**src/rtl/hs_4_phase_rx_if.sv**
```systemverilog
// Bundle for the 4-phase peer handshake and the downstream valid/ready port.
// The master side is the environment (peer plus downstream sink) and the
// slave side is the receiver block.
interface hs_4_phase_rx_if #(
  parameter int unsigned G_WIDTH     = 4,
  parameter int unsigned G_CNT_WIDTH = 8
);
  logic                   i_req;
  logic [G_WIDTH-1:0]     i_data;
  logic                   o_ack;
  logic                   o_valid;
  logic                   i_ready;
  logic [G_WIDTH-1:0]     o_data;
  logic                   o_busy;
  logic                   o_err;
  logic [G_CNT_WIDTH-1:0] o_count;

  modport master (
    output i_req, i_data, i_ready,
    input  o_ack, o_valid, o_data, o_busy, o_err, o_count
  );

  modport slave (
    input  i_req, i_data, i_ready,
    output o_ack, o_valid, o_data, o_busy, o_err, o_count
  );
endinterface

```
**src/rtl/hs_4_phase_rx.sv**
```systemverilog
// 4-phase handshake receiver: synchronizes an asynchronous request, captures
// the peer word, offers it downstream with valid/ready and only acknowledges
// the peer once downstream has accepted it.
module hs_4_phase_rx #(
  parameter int unsigned G_STAGES    = 2,
  parameter int unsigned G_WIDTH     = 4,
  parameter int unsigned G_CNT_WIDTH = 8
) (
  input logic           i_clk,
  input logic           i_rst,
  hs_4_phase_rx_if.slave bus
);

  typedef enum logic [1:0] {
    StIdle = 2'd0,
    StHold = 2'd1,
    StAck  = 2'd2
  } state_e;

  state_e                 state_q;
  logic [G_STAGES-1:0]    sync_q;
  logic                   req_sync;
  logic                   ack_q;
  logic                   valid_q;
  logic                   busy_q;
  logic                   err_q;
  logic [G_WIDTH-1:0]     data_q;
  logic [G_CNT_WIDTH-1:0] count_q;

  assign req_sync = sync_q[G_STAGES-1];

  // Request synchronizer; bit 0 is the only flop that sees the raw request.
  always_ff @(posedge i_clk) begin
    if (i_rst) begin
      sync_q <= '0;
    end else begin
      sync_q <= {sync_q[G_STAGES-2:0], bus.i_req};
    end
  end

  // Handshake FSM with all outputs registered; busy tracks the next state.
  always_ff @(posedge i_clk) begin
    if (i_rst) begin
      state_q <= StIdle;
      ack_q   <= 1'b0;
      valid_q <= 1'b0;
      busy_q  <= 1'b0;
      err_q   <= 1'b0;
      data_q  <= '0;
      count_q <= '0;
    end else begin
      case (state_q)
        StIdle: begin
          ack_q   <= 1'b0;
          valid_q <= 1'b0;
          busy_q  <= 1'b0;
          if (req_sync) begin
            data_q  <= bus.i_data;
            valid_q <= 1'b1;
            busy_q  <= 1'b1;
            state_q <= StHold;
          end
        end
        StHold: begin
          busy_q <= 1'b1;
          // Peer dropped its request before we acked: flag it, but still finish.
          if (!req_sync) begin
            err_q <= 1'b1;
          end
          if (bus.i_ready) begin
            valid_q <= 1'b0;
            ack_q   <= 1'b1;
            state_q <= StAck;
          end
        end
        StAck: begin
          busy_q <= 1'b1;
          if (!req_sync) begin
            ack_q   <= 1'b0;
            busy_q  <= 1'b0;
            count_q <= count_q + 1'b1;
            state_q <= StIdle;
          end
        end
        default: begin
          ack_q   <= 1'b0;
          valid_q <= 1'b0;
          busy_q  <= 1'b0;
          state_q <= StIdle;
        end
      endcase
    end
  end

  assign bus.o_ack   = ack_q;
  assign bus.o_valid = valid_q;
  assign bus.o_busy  = busy_q;
  assign bus.o_err   = err_q;
  assign bus.o_data  = data_q;
  assign bus.o_count = count_q;

endmodule

```
**src/flat_wrapper.sv**
```systemverilog
// flat-port wrapper written by rule: the top's interface ports become plain ports
module hs_4_phase_rx_flat 
#(
  parameter int unsigned G_STAGES    = 2,
  parameter int unsigned G_WIDTH     = 4,
  parameter int unsigned G_CNT_WIDTH = 8
)
  (i_clk, i_rst, bus_i_req, bus_i_data, bus_i_ready, bus_o_ack, bus_o_valid, bus_o_data, bus_o_busy, bus_o_err, bus_o_count);
  hs_4_phase_rx_if #(.G_WIDTH(G_WIDTH), .G_CNT_WIDTH(G_CNT_WIDTH)) bus_i ();
  input logic i_clk;
  input logic i_rst;
  input wire logic [$bits(bus_i.i_req)-1:0] bus_i_req;
  input wire logic [$bits(bus_i.i_data)-1:0] bus_i_data;
  input wire logic [$bits(bus_i.i_ready)-1:0] bus_i_ready;
  output wire logic [$bits(bus_i.o_ack)-1:0] bus_o_ack;
  output wire logic [$bits(bus_i.o_valid)-1:0] bus_o_valid;
  output wire logic [$bits(bus_i.o_data)-1:0] bus_o_data;
  output wire logic [$bits(bus_i.o_busy)-1:0] bus_o_busy;
  output wire logic [$bits(bus_i.o_err)-1:0] bus_o_err;
  output wire logic [$bits(bus_i.o_count)-1:0] bus_o_count;
  assign bus_i.i_req = bus_i_req;
  assign bus_i.i_data = bus_i_data;
  assign bus_i.i_ready = bus_i_ready;
  assign bus_o_ack = bus_i.o_ack;
  assign bus_o_valid = bus_i.o_valid;
  assign bus_o_data = bus_i.o_data;
  assign bus_o_busy = bus_i.o_busy;
  assign bus_o_err = bus_i.o_err;
  assign bus_o_count = bus_i.o_count;
  hs_4_phase_rx #(.G_STAGES(G_STAGES), .G_WIDTH(G_WIDTH), .G_CNT_WIDTH(G_CNT_WIDTH)) u_core (.i_clk(i_clk), .i_rst(i_rst), .bus(bus_i));
endmodule
```
**config.mk**
```make
export PLATFORM = sky130hd
export DESIGN_NAME = hs_4_phase_rx_flat
export DESIGN_NICKNAME = d
export VERILOG_FILES = /design/src/rtl/hs_4_phase_rx_if.sv /design/src/rtl/hs_4_phase_rx.sv /design/src/flat_wrapper.sv
export SDC_FILE = /design/constraint.sdc
export NUM_CORES = 1
export LEC_CHECK = 0
export BUFFER_PORTS_ARGS = -buffer_cell sky130_fd_sc_hd__buf_2
export CORE_UTILIZATION = 30
export CTS_BUF_LIST = sky130_fd_sc_hd__clkbuf_8
export DETAILED_ROUTE_END_ITERATION = 7
export GPL_ROUTABILITY_DRIVEN = 0
export SKIP_LAST_GASP = 1
export SYNTH_ARGS = -nofsm -noshare
export SYNTH_HDL_FRONTEND = slang
export SYNTH_SLANG_ARGS = --single-unit
```
**constraint.sdc**
```tcl
create_clock -name i_clk -period 4 [get_ports i_clk]
set_input_delay 0.8 -clock i_clk [delete_from_list [all_inputs] [get_ports i_clk]]
set_output_delay 0.8 -clock i_clk [all_outputs]
set_load 0.05 [all_outputs]
```
## Word level (Yosys, flattened, before mapping)

Index checks and enable logic that the tools add are counted.

| storage, ports and cells | value |
|---|---|
| register bits after elaboration | 20 |
| output and inout bits | 16 |
| bits of input ports | 8 |
| logic and storage cells | 35 |

| operators by class | value |
|---|---|
| add/sub/neg operators | 1 |
| muxes and demuxes | 11 |
| equality and inequality tests | 5 |
| bitwise operators | 2 |
| reduce and logical (&&, ||, !) cells | 8 |

Operators with widths:

| operator | count |
|---|---|
| 2-bit AND reduction | 5 |
| 8-bit by 1-bit adder with 8-bit output (second input constant) | 1 |
| 2-bit 2-to-1 mux | 3 |
| 2-bit case mux with 3 select lines | 1 |
| 1-bit 2-to-1 mux | 4 |
| 2-bit != test (second input constant) | 2 |
| 1-bit case mux with 2 select lines | 2 |
| 1-bit case mux with 3 select lines | 1 |
| 3-bit AND reduction | 1 |
| 2-bit by 1-bit equality test with 1-bit output (second input constant) | 1 |
| 2-bit equality test (second input constant) | 1 |
| 2-bit zero test | 1 |
| 2-bit by 1-bit != test with 1-bit output (second input constant) | 1 |
| 1-bit inverter | 2 |
| 2-bit OR reduction | 1 |

## Logic depth before layout (Yosys ltp)

| logic depth | value |
|---|---|
| depth after elaboration | 3 |
| gate-level depth with buffers | 5 |
| mapped depth without buffers | 4 |

## Worst setup path before layout

OpenSTA, ideal clock, no wires.

| path | value |
|---|---|
| path type | register to register |
| start | reg u_core.count_q[0] (netlist: u_core.bus.o_count[0]) |
| end | reg u_core.count_q[6] (netlist: u_core.bus.o_count[6]) |
| data required time | 3.930 ns |
| data arrival time | 1.609 ns |
| buffers on the path | 0 |
| clock period less this slack | 1.679 ns |
| slack | 2.321 ns |
| cell stages (with the launch flop) | 5 |
| setup time | 0.070 ns |
| cells stage by stage | dfxtp_1 > ha_1 > nand2_1 > or4_1 > a21oi_1 |

| between the ends | value |
|---|---|
| longest elaborated chain between the ends | 1 |

Ends and longest elaborated chain:

| what | RTL line | RTL |
|---|---|---|
| from (decl) | hs_4_phase_rx.sv:28 | `logic [G_CNT_WIDTH-1:0] count_q;` |
| from (signal assigned) | hs_4_phase_rx.sv:81 | `count_q <= count_q + 1'b1;` |
| 8-bit by 1-bit adder with 8-bit output | hs_4_phase_rx.sv:81 |  |

No other way between the ends.
A chain may end at the register's enable or synchronous reset.

## Final worst setup path

| path | value |
|---|---|
| start | reg u_core.count_q[0] (netlist: u_core.bus.o_count[0]) |
| end | out bus_o_count[0] |

RTL lines:

| what | RTL line | RTL |
|---|---|---|
| to (decl) | flat_wrapper.sv:20 | `output wire logic [$bits(bus_i.o_count)-1:0] bus_o_count;` |

No word-level cell between the ends.

==> impl_metrics.env <==
export IMPL_holdWs_ns=0.438
export IMPL_min_from="u_core.sync_q[0]$_SDFF_PP0_"
export IMPL_skew_ns=0.00325
export IMPL_ctsLongestPathBuffers=2
export IMPL_clkSlewWorstSetupHoldPaths_ns=0.08
export IMPL_synth_area_um2=807
export IMPL_rsz0062_at_grt="false"
export IMPL_clkSinkCount=20
export IMPL_drive_gt1_share_pct=29.9
export IMPL_r2r_start="u_core.state_q[1]$_SDFFE_PP0P_"
export IMPL_grt_pass1_wl_um=2420
export IMPL_critPathMaxStageDelay_ns=0.41
export IMPL_hold_path_class="reg -> reg"
export IMPL_viasPerCell=4.85
export IMPL_crit_fanout=5
export IMPL_reg2reg_to="u_core.bus.o_count[7]$_SDFFE_PP0P_"
export IMPL_syn_nets=94
export IMPL_p_leak_nw=0.411
export IMPL_antenna_cells=0
export IMPL_finalHoldViolCount=0
export IMPL_nNetsFinal=117
export IMPL_cts_root_buf="clkbuf_8"
export IMPL_grt_max_degree=21
export IMPL_netlist_instances=85
export IMPL_rrSetupSlack_ns=2.38
export IMPL_hold_path_depth=1
export IMPL_cts_htree_levels=1
export IMPL_tritoncts="yes"
export IMPL_vias=664
export IMPL_num_rows=18
export IMPL_start_util_pct=32.3
export IMPL_slew_headroom_pct=73.2
export IMPL_finalMaxSlewViolations=0
export IMPL_yosys_warnings=0
export IMPL_ir_drop_mv=0.179
export IMPL_finalSetupTns_ns=0
export IMPL_p_total_mw=0.441
export IMPL_yosys_register_bits=20
export IMPL_core_area_um2=2500
export IMPL_maxCapViolCount=0
export IMPL_synth_seq_area_share_pct=49.6
export IMPL_pin_count=24
export IMPL_dr_pass1_iters=4
export IMPL_route_detailed_drc=0
export IMPL_synthDistinctLibCells=27
export IMPL_min_period_over_period_pct=43.8
export IMPL_synth_area_leader_cell="dfxtp_1"
export IMPL_cp_arrival_ns=0.95
export IMPL_reg2reg_depth=3
export IMPL_antenna_found_initial=0
export IMPL_startpoint_type="flip-flop"
export IMPL_routedWlPerCell_um=10.8
export IMPL_whs_endpoint="u_core.sync_q[1]$_SDFF_PP0_"
export IMPL_yosysTopAreaCellShare_pct=49.6
export IMPL_numCtsBuffers=3
export IMPL_cp_slowest_cell="dfxtp_1"
export IMPL_cts_resized=0
export IMPL_final_cell_mix="23 x buf_2, 20 x dfxtp_1, 11 x nor2_1"
export IMPL_hpwlAfterDp_um=1060
export IMPL_final_common_cell="buf_2"
export IMPL_crit_path_end_kind="output port"
export IMPL_critical_path_required_ns=3.20
export IMPL_dieArea_um2=2900
export IMPL_grt_pass1_vias=537
export IMPL_fmax_ghz=0.570
export IMPL_syn_avg_cell_area_um2=9.49
export IMPL_fin_crit_ns=1.75
export IMPL_outcome="completed"
export IMPL_final_cells=137
export IMPL_chipHeight_um=53.9
export IMPL_powerDensity_nw_per_um2=440
export IMPL_grt_overflow_total=0
export IMPL_cp_cell_sequence="buf_2"
export IMPL_tightest_slew_ns=0.392
export IMPL_grtUsageTotal_pct=12.1
export IMPL_drt_wl_total_um=1480
export IMPL_worstPathBufferInverterCount=1
export IMPL_ant_nets=0
export IMPL_port_buffers=23
export IMPL_die_w_um=53.9
export IMPL_crit_type="reg -> out"
export IMPL_syn2layout_area_growth_pct=24.2
export IMPL_critPathTopFamily="flip-flops"
export IMPL_insertion_delay_ns=0.26
export IMPL_synth_area_leaders="dfxtp_1 50%, a21oi_1 6.2%, mux2i_1 6.2%, nor2_1 5.1%, nand2_1 2.8%"
export IMPL_setup_violations=0
export IMPL_placed_cells=133
export IMPL_cts_setup_buffers=0
export IMPL_dr_first_iter_drc_count=7
export IMPL_postCtsHoldBufs=0
registers in the layout (all words and copies together) (netlist names):
name                count
u_core.state_q          2
u_core.bus.o_valid      1
u_core.sync_q           2
u_core.bus.o_ack        1
u_core.bus.o_data       4
u_core.bus.o_busy       1
u_core.bus.o_count      8
u_core.bus.o_err        1
per-layer routing:
metal	global-route usage, %	up-vias	routed length (um)
met5	0	-	0
met4	7.89	0	8
li1	-	340	-
met1	15.4	308	687
met2	18.3	14	700
met3	2.26	2	84
power by group:
part	internal (mW)	switching (mW)
Combinational	0.0107	0.0215
Sequential	0.204	0.00395
Clock	0.133	0.0672
Total	0.348	0.0927
layout make-up:
type / count / area [um^2]
tap: 30 / 37.5
sequential: 20 / 400
clock buffer: 3 / 41.3
fill: 259 / 1500
clock inverter: 1 / 30.0
multi-input combinational: 58 / 370
inverter: 2 / 7.51
timing repair buffer: 23 / 115
cell usage after synthesis:
cell type and count:
dfxtp_1 20, nor2_1 11, a21oi_1 10, nand2_1 6
mux2i_1 5, o21ai_0 4, nor2b_1 3, clkbuf_1 2
inv_1 2, o31ai_1 2, or3_1 2, or4_1 2
xnor2_1 2, a2111oi_0 1, and3b_2 1, and4bb_2 1
buf_2 1, buf_6 1, clkbuf_2 1, ha_1 1
mux2_2 1, nand3b_1 1, nand4_1 1, nand4bb_1 1
nor3b_1 1, nor3b_2 1, or3_2 1
cells by family after synthesis:
| kind of cell | share of synthesized area [%] |
|---|---|
| adders and majority gates | 1.55 |
| muxes | 7.60 |
| xor gates and xnor gates | 2.17 |
| and+or+nand+nor | 22.9 |
| buffers and inverters | 4.50 |
| AOI/OAI and AO/OA | 11.6 |
| DFF | 49.6 |
per-stage QoR:
step                      util [%]  instance area, um^2  worst slack (ns)
after global placement        37.2                  931              2.48
after CTS                     40.1                 1000              2.23
after global routing          40.1                 1000              2.20
final                         40.1                 1000              2.25
after detailed placement      37.2                  931              2.40
after floorplan                  -                  807              2.32
worst max-delay path by stage:
stage | slack, ns | endpoint | startpoint | cells after the start
2_1_floorplan | 2.32 | u_core.bus.o_count[6]$_SDFFE_PP0P_ | u_core.bus.o_count[0]$_SDFFE_PP0P_ | 4
3_3_place_gp | 2.48 | u_core.state_q[0]$_SDFFE_PP0P_ | i_rst | 2
3_5_place_dp | 2.40 | u_core.bus.o_count[7]$_SDFFE_PP0P_ | u_core.state_q[1]$_SDFFE_PP0P_ | 3
4_1_cts | 2.23 | bus_o_count[0] | u_core.bus.o_count[0]$_SDFFE_PP0P_ | 1
5_1_grt | 2.20 | bus_o_count[0] | u_core.bus.o_count[0]$_SDFFE_PP0P_ | 1
6_report | 2.25 | bus_o_count[0] | u_core.bus.o_count[0]$_SDFFE_PP0P_ | 1
(Power assumes the default switching activity.)
